--- src/rtl/time_bar_renderer_pkg.sv ---
// Shared types and sprite geometry for the HUD time bar.
// Imported by the countdown and the renderer top.
package frogger_hud_pkg;

  typedef enum logic [1:0] {
    IDLE,
    RUN,
    PAUSE,
    EXPIRED
  } hud_state_t;

  localparam int TIME_SPR_W = 34;
  localparam int TIME_SPR_H = 8;
  localparam logic [3:0] TRANSPARENT = 4'h0;

endpackage

--- src/rtl/time_bar_renderer_if.sv ---
// Sprite ROM port: address out, registered data back.
// The renderer is master, the ROM is slave.
interface time_bar_renderer_if;

  logic [8:0] rom_addr;
  logic [3:0] rom_data;

  modport master (
    output rom_addr,
    input  rom_data
  );

  modport slave (
    input  rom_addr,
    output rom_data
  );

endinterface

--- src/rtl/time_bar_renderer_countdown.sv ---
// Per-life countdown FSM: frame prescaler, time_left,
// and a one-cycle expired pulse.
module hud_countdown
  import frogger_hud_pkg::*;
#(
  parameter int TIME_MAX        = 60,
  parameter int FRAMES_PER_UNIT = 30
) (
  input  logic       Clk,
  input  logic       Reset_n,
  input  logic       frame_start,
  input  logic       start,
  input  logic       pause,
  output logic [6:0] time_left,
  output logic       expired
);

  localparam int FW =
    (FRAMES_PER_UNIT > 1) ? $clog2(FRAMES_PER_UNIT) : 1;
  localparam logic [FW-1:0] FC_LAST = FW'(FRAMES_PER_UNIT - 1);
  localparam logic [6:0] TL_MAX = 7'(TIME_MAX);

  hud_state_t    state_q, state_d;
  logic [FW-1:0] fc_q, fc_d;
  logic [6:0]    tl_q, tl_d;
  logic          exp_d;

  always_ff @(posedge Clk or negedge Reset_n) begin
    if (!Reset_n) begin
      state_q <= IDLE;
      fc_q    <= '0;
      tl_q    <= TL_MAX;
      expired <= 1'b0;
    end else begin
      state_q <= state_d;
      fc_q    <= fc_d;
      tl_q    <= tl_d;
      expired <= exp_d;
    end
  end

  // start overrides everything, including pause and frame_start
  always_comb begin
    state_d = state_q;
    fc_d    = fc_q;
    tl_d    = tl_q;
    exp_d   = 1'b0;
    if (start) begin
      state_d = RUN;
      fc_d    = '0;
      tl_d    = TL_MAX;
    end else begin
      unique case (state_q)
        RUN: begin
          if (pause) begin
            state_d = PAUSE;
          end else if (frame_start) begin
            if (fc_q == FC_LAST) begin
              fc_d = '0;
              tl_d = tl_q - 7'd1;
              if (tl_q == 7'd1) begin
                state_d = EXPIRED;
                exp_d   = 1'b1;
              end
            end else begin
              fc_d = fc_q + 1'b1;
            end
          end
        end
        PAUSE: begin
          if (!pause) state_d = RUN;
        end
        default: ;
      endcase
    end
  end

  assign time_left = tl_q;

endmodule

--- src/rtl/time_bar_renderer.sv ---
// HUD time bar: TIME label sprite addressing, shrinking
// bar hit test and a 2-stage pixel pipeline.
module time_bar_renderer
  import frogger_hud_pkg::*;
#(
  parameter int         LABEL_X         = 8,
  parameter int         LABEL_Y         = 464,
  parameter int         BAR_X           = 48,
  parameter int         BAR_Y           = 466,
  parameter int         BAR_H           = 4,
  parameter int         BAR_SCALE       = 4,
  parameter int         TIME_MAX        = 60,
  parameter int         FRAMES_PER_UNIT = 30,
  parameter int         WARN_LEVEL      = 10,
  parameter logic [3:0] BAR_COLOR       = 4'hA,
  parameter logic [3:0] BAR_WARN_COLOR  = 4'h4
) (
  input  logic                 Clk,
  input  logic                 Reset_n,
  input  logic                 frame_start,
  input  logic                 start,
  input  logic                 pause,
  input  logic [9:0]           DrawX,
  input  logic [9:0]           DrawY,
  time_bar_renderer_if.master  rom,
  output logic [3:0]           pixel_idx,
  output logic                 pixel_on,
  output logic [6:0]           time_left,
  output logic                 expired
);

  localparam logic [9:0] LX     = 10'(LABEL_X);
  localparam logic [9:0] LX_END = 10'(LABEL_X + TIME_SPR_W);
  localparam logic [9:0] LY     = 10'(LABEL_Y);
  localparam logic [9:0] LY_END = 10'(LABEL_Y + TIME_SPR_H);
  localparam logic [9:0] BX     = 10'(BAR_X);
  localparam logic [9:0] BY     = 10'(BAR_Y);
  localparam logic [9:0] BY_END = 10'(BAR_Y + BAR_H);
  localparam logic [9:0] SCALE  = 10'(BAR_SCALE);
  localparam logic [8:0] SPR_W  = 9'(TIME_SPR_W);
  localparam logic [6:0] WARN   = 7'(WARN_LEVEL);

  logic       label_hit, bar_hit, warn;
  logic [8:0] lx_off;
  logic [2:0] ly_off;
  logic [9:0] bar_end;
  logic       label_q, bar_q, warn_q;

  hud_countdown #(
    .TIME_MAX        (TIME_MAX),
    .FRAMES_PER_UNIT (FRAMES_PER_UNIT)
  ) u_countdown (
    .Clk         (Clk),
    .Reset_n     (Reset_n),
    .frame_start (frame_start),
    .start       (start),
    .pause       (pause),
    .time_left   (time_left),
    .expired     (expired)
  );

  assign label_hit = DrawX >= LX && DrawX < LX_END &&
                     DrawY >= LY && DrawY < LY_END;
  assign lx_off    = 9'(DrawX - LX);
  assign ly_off    = 3'(DrawY - LY);

  assign rom.rom_addr = label_hit ?
    {6'd0, ly_off} * SPR_W + lx_off : '0;

  // time_left=0 collapses bar_end onto BX, so the bar is empty
  assign bar_end = BX + {3'd0, time_left} * SCALE;
  assign bar_hit = DrawY >= BY && DrawY < BY_END &&
                   DrawX >= BX && DrawX < bar_end;
  assign warn    = time_left <= WARN;

  always_ff @(posedge Clk or negedge Reset_n) begin
    if (!Reset_n) begin
      label_q   <= 1'b0;
      bar_q     <= 1'b0;
      warn_q    <= 1'b0;
      pixel_idx <= '0;
      pixel_on  <= 1'b0;
    end else begin
      label_q <= label_hit;
      bar_q   <= bar_hit;
      warn_q  <= warn;
      priority case (1'b1)
        label_q: begin
          pixel_idx <= rom.rom_data;
          pixel_on  <= rom.rom_data != TRANSPARENT;
        end
        bar_q: begin
          pixel_idx <= warn_q ? BAR_WARN_COLOR : BAR_COLOR;
          pixel_on  <= 1'b1;
        end
        default: begin
          pixel_idx <= '0;
          pixel_on  <= 1'b0;
        end
      endcase
    end
  end

endmodule

--- src/flat_wrapper.sv ---
// flat-port wrapper written by rule: the top's interface ports become plain ports
module time_bar_renderer_flat import frogger_hud_pkg::*;
#(
  parameter int         LABEL_X         = 8,
  parameter int         LABEL_Y         = 464,
  parameter int         BAR_X           = 48,
  parameter int         BAR_Y           = 466,
  parameter int         BAR_H           = 4,
  parameter int         BAR_SCALE       = 4,
  parameter int         TIME_MAX        = 60,
  parameter int         FRAMES_PER_UNIT = 30,
  parameter int         WARN_LEVEL      = 10,
  parameter logic [3:0] BAR_COLOR       = 4'hA,
  parameter logic [3:0] BAR_WARN_COLOR  = 4'h4
)
  (Clk, Reset_n, frame_start, start, pause, DrawX, DrawY, pixel_idx, pixel_on, time_left, expired, rom_rom_addr, rom_rom_data);
  time_bar_renderer_if rom_i ();
  input  logic Clk;
  input  logic Reset_n;
  input  logic frame_start;
  input  logic start;
  input  logic pause;
  input  logic [9:0] DrawX;
  input  logic [9:0] DrawY;
  output logic [3:0] pixel_idx;
  output logic pixel_on;
  output logic [6:0] time_left;
  output logic expired;
  output wire logic [$bits(rom_i.rom_addr)-1:0] rom_rom_addr;
  input wire logic [$bits(rom_i.rom_data)-1:0] rom_rom_data;
  assign rom_rom_addr = rom_i.rom_addr;
  assign rom_i.rom_data = rom_rom_data;
  time_bar_renderer #(.LABEL_X(LABEL_X), .LABEL_Y(LABEL_Y), .BAR_X(BAR_X), .BAR_Y(BAR_Y), .BAR_H(BAR_H), .BAR_SCALE(BAR_SCALE), .TIME_MAX(TIME_MAX), .FRAMES_PER_UNIT(FRAMES_PER_UNIT), .WARN_LEVEL(WARN_LEVEL), .BAR_COLOR(BAR_COLOR), .BAR_WARN_COLOR(BAR_WARN_COLOR)) u_core (.Clk(Clk), .Reset_n(Reset_n), .frame_start(frame_start), .start(start), .pause(pause), .DrawX(DrawX), .DrawY(DrawY), .rom(rom_i), .pixel_idx(pixel_idx), .pixel_on(pixel_on), .time_left(time_left), .expired(expired));
endmodule
--- config.mk ---
export PLATFORM = sky130hd
export DESIGN_NAME = time_bar_renderer_flat
export DESIGN_NICKNAME = d
export VERILOG_FILES = /design/src/rtl/time_bar_renderer_pkg.sv /design/src/rtl/time_bar_renderer_if.sv /design/src/rtl/time_bar_renderer_countdown.sv /design/src/rtl/time_bar_renderer.sv /design/src/flat_wrapper.sv
export SDC_FILE = /design/constraint.sdc
export NUM_CORES = 1
export LEC_CHECK = 0
export CAP_MARGIN = 15
export CORE_MARGIN = 5
export CORE_UTILIZATION = 45
export CTS_BUF_LIST = sky130_fd_sc_hd__clkbuf_8
export CTS_CLUSTER_DIAMETER = 150
export CTS_CLUSTER_SIZE = 28
export DETAILED_ROUTE_END_ITERATION = 7
export DONT_BUFFER_PORTS = 1
export HOLD_SLACK_MARGIN = 0.03
export PLACE_DENSITY = 0.72
export SLEW_MARGIN = 5
export SYNTH_ARGS = -nofsm -noshare
export SYNTH_HDL_FRONTEND = slang
export SYNTH_SLANG_ARGS = --single-unit
--- constraint.sdc ---
create_clock -name Clk -period 2.3 [get_ports Clk]
set_input_delay 0.46 -clock Clk [delete_from_list [all_inputs] [get_ports Clk]]
set_output_delay 0.46 -clock Clk [all_outputs]
set_load 0.01 [all_outputs]
==> out/results.tsv, run 1 <==
stage	metric	value	unit
setup_path	critical_path_required	1840	ps
logic_synthesis	yosysSeqAreaShare	0.304	
final_layout	final_nets	281	
sta	whs	239	ps
global_route	grt_pass1_vias	1462	
placement	placed_area	0.00209	mm2
floorplanning	rows	23	
setup_path	arrival	1920	ps
setup_path	path_depth	8	
placement	dpl.hpwl	3.16	mm
route	drt_iter0_drc	70	
floorplanning	die_w	75.2	um
setup_path	reg2reg_depth	8	
setup_path	worst-setup-path-type	primary input to output pin	
logic_synthesis	synthesis.nets	267	
outcome	violations	setup timing	
route	drc	0	
global_route	grt_max_degree	24	
logic_synthesis	synth_area	0.00191	mm2
setup_path	cp-endpoint	rom_rom_addr[8]	
logic_synthesis	synth_fa_ha_area_frac	0.192	
clocking	cts_buffers	3	
sta	finalSetupViolCount	3	
floorplanning	core_area	0.00406	mm2
clocking	cts_tree	built	
logic_synthesis	synth.mux.area_fraction	0.00524	
route	viasPerCell	5.61	
setup_path	end_kind	output pin	
logic_synthesis	synth_top_area_frac	0.249	
sta	fin_skew	3.81	ps
placement	placed_cells	267	
logic_synthesis	synth_largest_area_cell	dfrtp_1	
global_route	grtUsageTotal	0.157	
final_layout	diodes	0	
sta	fin_crit	2380	ps
setup_path	path_delay_family	adder cells	
sta	final_min_period_over_clock_period	1.04	
logic_synthesis	ys_ff_latch	23	
power	pwr-share-comb	0.225	
setup_path	crit_path_max_fanout	3	
route	vias	1532	
setup_path	start_kind	primary input	
placement	port_buffers	0	
route	first_pass_iters	4	
floorplanning	die_height	75.2	um
clocking	clkLatencyLatePin	270	ps
final_layout	area_growth	14.7	%
power	switching_share	0.273	
clocking	cts_root_buffer	clkbuf_8	
final_layout	fin_cells	273	
floorplanning	die_area	0.00565	mm2
route	wl_per_cell	14.7	um
setup_path	timing.rr.end	u_core.bar_q	
power	pwr_density_cell	394	mW/mm2
worst_hold_path	min_path_type	primary input to flip-flop	
sta	finalWorstSetupSlack	-83.3	ps
clocking	clock-sinks	23	
global_route	grt_overflow	0	
logic_synthesis	synth_top_family_by_area	simple AND/OR/NAND/NOR gates	
sta	max_freq	420	MHz
clocking	htree_levels	1	
logic_synthesis	syn_area_per_cell	9.10	um2
flow_run	maxCapViolCount	0	
clocking	clkTransAtPathRegs	80	ps
global_route	grt_first_pass_wirelength	6.80	mm
placement	dp_slack	-117	ps
setup_path	crit_buf_inv	1	
global_route	grt_antenna_before_repair	0	
setup_path	crit_start	DrawX[2]	
setup_path	critPathMostFrequentCell	ha_4	
final_layout	fin_area	0.00219	mm2
logic_synthesis	synth-xor-area-share	0.0412	
power	netSwitchingPower	0.236	mW
floorplanning	start_util	0.471	
clocking	clk_path_buf_depth	2	
logic_synthesis	synthCells	210	
setup_path	cpPeakStageDelay	300	ps
setup_path	r2r_start	u_core.u_countdown.time_left[3]	
power	p_int	0.628	mW
final_layout	layout-drive-gt1-share	0.166	
power	p_seq_frac	0.480	
power	max-vdd-ir-drop	0.276	mV
sta	finalMaxSlewViolations	0	
logic_synthesis	ys_warn_count	0	
logic_synthesis	synth_area_leaders	dfrtp_1, ha_1, dfstp_2	
power	p_total	0.864	mW
setup_path	r2r_setup_slack	160	ps
logic_synthesis	ys.flop_type	dfrtp_1	
sta	worst_slew_pin_slew	406	ps
sta	rsz0062_at_grt	yes	
placement	gp_congestion	0.769	
final_layout	final_core_util	0.541	
logic_synthesis	synthSimpleGateAreaFrac	0.223	
logic_synthesis	async_flop_share	1.00	
power	p_leak	1.01	nW
setup_path	slowest_stage	o31a_1	
power	p_clk_frac	0.294	
logic_synthesis	synth_compound_area_frac	0.162	
logic_synthesis	synth_edf_count	0	
route	routed_wl	4.01	mm
sta	relSlewSlack	0.729	
route	postRouteAntennaNets	0	
logic_synthesis	ys_types	50	
floorplanning	ios	51	
setup_path	crit_chain	ha_4 > ha_4 > inv_2 > fa_2 > nor2b_2 > o31a_1 > a31o_1 > nor4_4	
outcome	outcome	complete, but fails checks	
sta	finalHoldViolCount	0	
sta	setup_tns	-214	ps
-- placed cells by master, fill, tap and decap left out, types with 3 or more instances in the layout --
master / instances
dfrtp_1: 19
o21ai_1: 3
nor2_1: 19
and2_1: 3
xnor2_1: 4
nand2b_1: 5
nor4_1: 4
ha_1: 22
dfstp_2: 4
nand4_1: 3
a211oi_1: 6
a21oi_1: 9
nor3_1: 6
o21ai_0: 3
buf_4: 12
clkbuf_8: 3
nor2b_1: 4
inv_1: 26
inv_2: 3
nand2_1: 7
a21o_1: 5
xor2_1: 5
o2111ai_1: 3
nand3_1: 4
ha_4: 4
-- cells in the mapped netlist (5+ instances only) --
library cell	count
nand2b_1	5
dfrtp_1	19
nor2b_1	5
a21oi_1	9
nor3_1	6
nor2_1	19
a21o_1	5
xor2_1	5
a211oi_1	6
nand2_1	7
inv_1	27
nor4_1	6
ha_1	27
-- worst min-delay path by stage --
stage / from / to / cells after the start
finish: start / u_core.u_countdown.fc_q[3] / 1
global route: start / u_core.u_countdown.fc_q[3] / 1
CTS: start / u_core.u_countdown.fc_q[3] / 1
detailed placement: Reset_n / u_core.pixel_on / 0
global placement: Reset_n / u_core.pixel_idx[2] / 0
floorplan: Reset_n / u_core.bar_q / 0
-- registers in the layout (all words and copies together) (netlist names) --
signal and cells:
u_core.label_q 1, u_core.u_countdown.fc_q 5, u_core.u_countdown.expired 1, u_core.bar_q 1, u_core.u_countdown.state_q 2, u_core.pixel_on 1
u_core.u_countdown.time_left 7, u_core.warn_q 1, u_core.pixel_idx 4
-- layer usage --
metal	global-route usage	vias to the layer above	share of wire
li1	-	772	-
met1	0.207	716	0.45
met2	0.247	39	0.45
met3	0.0534	5	0.085
met4	0.0408	0	0.011
met5	0	-	0
-- timing repair --
action,in CTS,in global routing
hold endpoints to repair,23,0
resized for setup,3,0
setup buffers,0,0
setup endpoints to repair,4,4
pin swaps,2,1
hold buffers,1,0
-- cell type report --
class | instances | area (um2)
clock buffer | 3 | 41.3
clock inverter | 1 | 5.00
fill | 358 | 1860
inverter | 29 | 109
multi-input combinational | 153 | 1280
sequential | 23 | 581
tap | 50 | 62.6
timing repair buffer | 14 | 115
-- power groups by stage --
stage / Sequential [mW] / Combinational [mW] / Clock [mW]
2_1_floorplan: 0.421 / 0.139 / 0
3_3_place_gp: 0.423 / 0.170 / 0
3_5_place_dp: 0.423 / 0.173 / 0
4_1_cts: 0.415 / 0.192 / 0.260
5_1_grt: 0.416 / 0.222 / 0.271
6_report: 0.415 / 0.195 / 0.254
-- cell families (layout without fill, tap and decap cells) --
logic type	after synthesis	in the layout
buffers and inverters	34	47
xor gates and xnor gates	9	9
AOI/OAI and AO/OA	42	42
DFF	23	23
muxes	1	1
adders and majority gates	29	29
and+or+nand+nor	72	72
(Power assumes the default switching activity.)
==> inputs of run 2 (changes only) <==
- PLACE_DENSITY: 0.72 -> 0.7
- clock period: 2.3 -> 2.54 ns (I/O delays scaled with it)
==> run 2 against run 1 <==
- the flow still finishes with violations (setup timing)
- total power fell by 8.7%
- sequential power fell by 9.4%
- via count grew 0.65%
- cell count rose by 1.1%
- worst hold slack worse by 160 ps
- utilization increased by 0.37 points
- critical path depth up 1
- sequential share of layout area decreased by 0.18 points
- critical path type unchanged
- critical endpoint unchanged
- largest cell class unchanged
- largest power group unchanged
==> out/results.tsv, run 2 (synthesized netlist as in run 1, its figures left out) <==
stage	metric	value	unit
power	p_clk_frac	0.284	
outcome	outcome	complete, but fails checks	
flow_run	maxCapViolCount	0	
clocking	clk_path_buf_depth	2	
floorplanning	start_util	0.471	
final_layout	largest_register_ffs	7	
final_layout	fin_cells	276	
floorplanning	die_w	75.2	um
placement	placed_cells	269	
sta	finalHoldViolCount	0	
final_layout	final_common_cell	inv_1	
placement	dpl.hpwl	3.31	mm
clocking	clkLatencyLatePin	260	ps
placement	placed_area	0.00206	mm2
placement	port_buffers	0	
sta	final_min_period_over_clock_period	1.00	
floorplanning	die_height	75.2	um
outcome	violations	setup timing	
setup_path	cpPeakStageDelay	340	ps
power	p_total	0.789	mW
worst_hold_path	min_path_type	primary input to asynchronous set/reset pin	
final_layout	layout-drive-gt1-share	0.199	
sta	worst_slew_pin_slew	865	ps
route	viasPerCell	5.59	
final_layout	reg_top3	u_core.u_countdown.time_left (7), u_core.u_countdown.fc_q (5), u_core.pixel_idx (4)	
global_route	grt_pass1_vias	1551	
power	netSwitchingPower	0.213	mW
setup_path	worst-setup-path-type	primary input to output pin	
route	wl_per_cell	15.4	um
sta	finalWorstSetupSlack	-1.60	ps
global_route	grt_first_pass_wirelength	7.04	mm
setup_path	crit_chain	ha_4 > ha_4 > inv_2 > fa_2 > nor2b_2 > o31a_1 > buf_4 > nor4_2 > nor4_4	
setup_path	critical_path_required	2030	ps
clocking	clock-sinks	23	
setup_path	slowest_stage	fa_2	
sta	fin_crit	2540	ps
sta	finalMaxSlewViolations	0	
route	drt_iter0_drc	128	
floorplanning	rows	23	
floorplanning	ios	51	
clocking	cts_buffers	3	
setup_path	crit_path_max_fanout	4	
sta	rsz0062_at_grt	yes	
power	pwr_density_cell	357	mW/mm2
global_route	grt_max_degree	20	
route	routed_wl	4.24	mm
global_route	grtUsageTotal	0.162	
route	postRouteAntennaNets	0	
setup_path	end_kind	output pin	
placement	gp_congestion	0.813	
clocking	clkTransAtPathRegs	80	ps
final_layout	layout_common_cells	inv_1, ha_1, nor2_1, dfrtp_1, buf_4	
floorplanning	die_area	0.00565	mm2
route	first_pass_iters	5	
final_layout	top_register	u_core.u_countdown.time_left	
final_layout	final_nets	284	
sta	max_freq	393	MHz
clocking	htree_levels	1	
sta	setup_tns	-1.60	ps
setup_path	crit_buf_inv	2	
sta	finalSetupViolCount	1	
global_route	grt_antenna_before_repair	0	
power	max-vdd-ir-drop	0.187	mV
floorplanning	core_area	0.00406	mm2
route	drc	0	
power	p_int	0.576	mW
sta	fin_skew	2.16	ps
global_route	grt_overflow	0	
power	pwr-share-comb	0.240	
setup_path	path_delay_family	adder cells	
final_layout	final_core_util	0.544	
sta	relSlewSlack	0.422	
power	switching_share	0.270	
setup_path	start_kind	primary input	
clocking	cts_tree	built	
setup_path	critPathMostFrequentCell	ha_4	
power	p_seq_frac	0.476	
setup_path	r2r_setup_slack	370	ps
route	vias	1542	
final_layout	fin_area	0.00221	mm2
final_layout	diodes	0	
setup_path	arrival	2030	ps
clocking	cts_root_buffer	clkbuf_8	
power	p_leak	1.03	nW
final_layout	area_growth	15.5	%
-- run 2: layout make-up --
type,count,area [um2]
clock inverter,1,5.00
tap,50,62.6
fill,354,1850
inverter,29,109
timing repair buffer,17,130
clock buffer,3,41.3
sequential,23,581
multi-input combinational,153,1280
-- run 2: stage by stage --
stage	setup WS [ps]	hold WS, ps
2_1_floorplan	8.78	212
3_3_place_gp	-118	213
3_5_place_dp	-135	213
4_1_cts	-78.0	68.2
5_1_grt	-94.8	60.0
6_report	-1.60	76.2
-- run 2: worst paths after layout --
| path | startpoint | end | cells past startpoint |
|---|---|---|---|
| min in group Clk | start | u_core.u_countdown.fc_q[4] | 1 |
| worst min register to register | u_core.u_countdown.state_q[1] | u_core.u_countdown.expired | 1 |
| max in group asynchronous | Reset_n | u_core.u_countdown.expired | 1 |
| worst max-delay path | DrawY[1] | rom_rom_addr[8] | 9 |
| worst max register to register | u_core.u_countdown.time_left[2] | u_core.bar_q | 8 |
| worst min-delay path | Reset_n | u_core.u_countdown.time_left[4] | 0 |
-- run 2: repair_timing --
item	CTS	global route
pin swaps	6	7
hold buffers	1	0
resized for setup	7	9
endpoints found under the hold margin	19	0
buffers inserted	2	3
setup endpoints to repair	2	3
-- run 2: layer usage --
layer  global-route usage  part of all wire  vias to the layer above
met4               0.0369            0.0080                        0
met3               0.0454             0.077                        4
li1                     -                 -                      778
met1                0.219              0.46                      714
met2                0.257              0.46                       46
met5                    0                 0                        -
-- run 2: power by group through the flow --
| stage | sequential [mW] | combinational [mW] | clock (mW) |
|---|---|---|---|
| 3_3_place_gp | 0.382 | 0.153 | 0 |
| 5_1_grt | 0.376 | 0.213 | 0.246 |
| 3_5_place_dp | 0.383 | 0.157 | 0 |
| 6_report | 0.376 | 0.189 | 0.224 |
| 4_1_cts | 0.375 | 0.175 | 0.233 |
| 2_1_floorplan | 0.381 | 0.114 | 0 |
-- run 2: worst reg2reg max path, cell delays in order (launching register included) --
cell and delay (ps):
dfstp_2 640, inv_1 140, ha_1 290, nor2_1 150, xnor2_1 140, ha_1 260
a21oi_1 130, o2111ai_1 110, a211oi_1 220
==> inputs of run 3 (changes only) <==
- SLEW_MARGIN: 5 -> 20
- SYNTH_HIERARCHICAL: not set -> 1
==> run 3 against run 2 <==
- total power is 2.8% lower
- the run now ends clean
- worst setup slack better by 7.5 ps
- critical path depth fell by 1
- wire length rose by 1.2%
- highest routed layer unchanged
- clock power fell by 2%
- largest power group unchanged
- combinational power fell by 9.5%
==> out/results.tsv, run 3 <==
stage	metric	value	unit
placement	placed_area	0.00201	mm2
final_layout	final_nets	283	
final_layout	fin_area	0.00217	mm2
floorplanning	die_area	0.00561	mm2
final_layout	largest_register_ffs	7	
power	p_total	0.766	mW
final_layout	top_register	u_core/u_countdown/time_left	
global_route	grt_pass1_vias	1523	
clocking	cts_tree	built	
clocking	cts_buffers	3	
final_layout	fin_cells	277	
logic_synthesis	ys.flop_type	dfrtp_1	
sta	finalWorstSetupSlack	5.86	ps
setup_path	end_kind	output pin	
sta	max_freq	395	MHz
route	viasPerCell	5.73	
sta	finalMaxSlewViolations	0	
setup_path	reg2reg_depth	9	
placement	placed_cells	269	
clocking	htree_levels	1	
final_layout	final_core_util	0.539	
setup_path	crit_path_max_fanout	3	
floorplanning	die_w	74.9	um
sta	fin_crit	2530	ps
logic_synthesis	async_flop_share	1.00	
final_layout	nFillCells	374	
placement	dpl.hpwl	3.23	mm
final_layout	layout_common_cells	inv_1, ha_1, dfrtp_1	
setup_path	arrival	2030	ps
logic_synthesis	yosysSeqAreaShare	0.306	
placement	dp_slack	-89.1	ps
logic_synthesis	synthCells	215	
setup_path	critical_path_required	2030	ps
final_layout	diodes	0	
clocking	clkLatencyLatePin	260	ps
logic_synthesis	synth_area	0.00189	mm2
route	vias	1586	
sta	worst_slew_pin_slew	860	ps
global_route	grt_first_pass_wirelength	7.11	mm
global_route	grt_max_degree	20	
flow_run	maxCapViolCount	0	
clocking	cts_root_buffer	clkbuf_8	
final_layout	final_common_cell	inv_1	
route	wl_per_cell	15.5	um
global_route	grtUsageTotal	0.165	
power	max-vdd-ir-drop	0.206	mV
final_layout	layout-drive-gt1-share	0.189	
floorplanning	ios	51	
logic_synthesis	synthesis.nets	270	
route	postRouteAntennaNets	0	
final_layout	reg_top3	u_core/u_countdown/time_left (7), u_core/u_countdown/fc_q (5), u_core/pixel_idx (4)	
placement	gp_congestion	0.822	
sta	whs	75.7	ps
logic_synthesis	synth_top_area_frac	0.251	
sta	rsz0062_at_grt	yes	
logic_synthesis	synth_commonest_cells	ha_1, inv_1, dfrtp_1	
logic_synthesis	ys_ff_latch	23	
floorplanning	rows	23	
sta	relSlewSlack	0.425	
power	p_leak	0.982	nW
sta	finalSetupViolCount	0	
setup_path	worst-setup-path-type	primary input to output pin	
logic_synthesis	ys_warn_count	6	
setup_path	timing.rr.end	u_core/bar_q	
outcome	outcome	finished clean	
route	drc	0	
route	routed_wl	4.29	mm
route	drt_iter0_drc	101	
final_layout	area_growth	14.7	%
floorplanning	die_height	74.9	um
setup_path	r2r_setup_slack	390	ps
clocking	clk_path_buf_depth	2	
sta	final_min_period_over_clock_period	0.998	
floorplanning	core_area	0.00403	mm2
route	first_pass_iters	4	
logic_synthesis	syn_area_per_cell	8.81	um2
logic_synthesis	ys_types	49	
logic_synthesis	synth_area_leaders	dfrtp_1, ha_1, dfstp_2	
setup_path	start_kind	primary input	
clocking	clock-sinks	23	
global_route	grt_antenna_before_repair	0	
global_route	grt_overflow	0	
placement	port_buffers	0	
sta	finalHoldViolCount	0	
power	pwr_density_cell	353	mW/mm2
worst_hold_path	min_path_type	primary input to asynchronous set/reset pin	
logic_synthesis	synth_largest_area_cell	dfrtp_1	
floorplanning	start_util	0.470	
clocking	clkTransAtPathRegs	80	ps
setup_path	r2r_start	u_core/u_countdown/time_left[2]	
logic_synthesis	synth_edf_count	0	
sta	fin_skew	5.84	ps
sta	setup_tns	0	ps
run 3: cell types whose count changed in the layout (fill, tap and decap cells not counted), sizes merged, moves of 4 or more:
cell / previous run / this run
a21oi: 9 / 14
nand2b: 5 / 1
nand4: 3 / 8
nor2: 19 / 13
run 3: worst max path at each step:
stage	start	slack (ps)	endpoint
floorplan	DrawX[2]	9	rom_rom_addr[8]
global placement	DrawX[2]	-70	rom_rom_addr[8]
detailed placement	DrawX[2]	-90	rom_rom_addr[8]
CTS	DrawY[2]	9	rom_rom_addr[8]
global route	DrawX[2]	-60	rom_rom_addr[8]
finish	DrawX[2]	6	rom_rom_addr[8]
run 3: logic make-up after synthesis:
logic type / count (synthesis) / synth area share
XOR/XNOR: 5 / 0.0231
flip-flops: 23 / 0.306
buffers and inverters: 31 / 0.0687
multiplexers: 4 / 0.0218
AO/OA/AOI/OAI: 48 / 0.164
adder cells (fa/ha/maj): 26 / 0.176
AND/OR/NAND/NOR: 78 / 0.240
run 3: critical path, stage by stage:
cell	delay, ps
ha_4	220
ha_4	150
inv_2	50
fa_2	200
nor2b_2	50
o31a_1	330
a31o_4	240
nor4_4	260
run 3: layout make-up:
class / instances / area, um2 / area share
clock buffer: 3 / 41.3 / 0.0190
timing repair buffer: 14 / 108 / 0.0495
sequential: 23 / 581 / 0.267
inverter: 25 / 93.8 / 0.0432
clock inverter: 1 / 3.75 / 0.00173
tap: 50 / 62.6 / 0.0288
multi-input combinational: 161 / 1280 / 0.590
run 3: per-layer routing:
layer  global-route usage  wire, um  vias up
li1                     -         -      797
met1                0.212      1920      738
met2                0.271      2010       47
met3               0.0374       296        4
met4               0.0613        60        0
met5                    0         0        -
run 3: repair_timing:
item	CTS	global route
endpoints found under the setup margin	2	3
pin swaps	5	2
buffers inserted	2	1
hold endpoints to repair	19	0
gates resized for setup	7	10
hold buffers	1	0
run 3: power by group:
group / leakage, nW / switching [mW] / internal, mW
Clock: 0.0269 / 0.111 / 0.108
Combinational: 0.652 / 0.0876 / 0.0832
Sequential: 0.303 / 0.00591 / 0.371
Total: 0.982 / 0.204 / 0.562
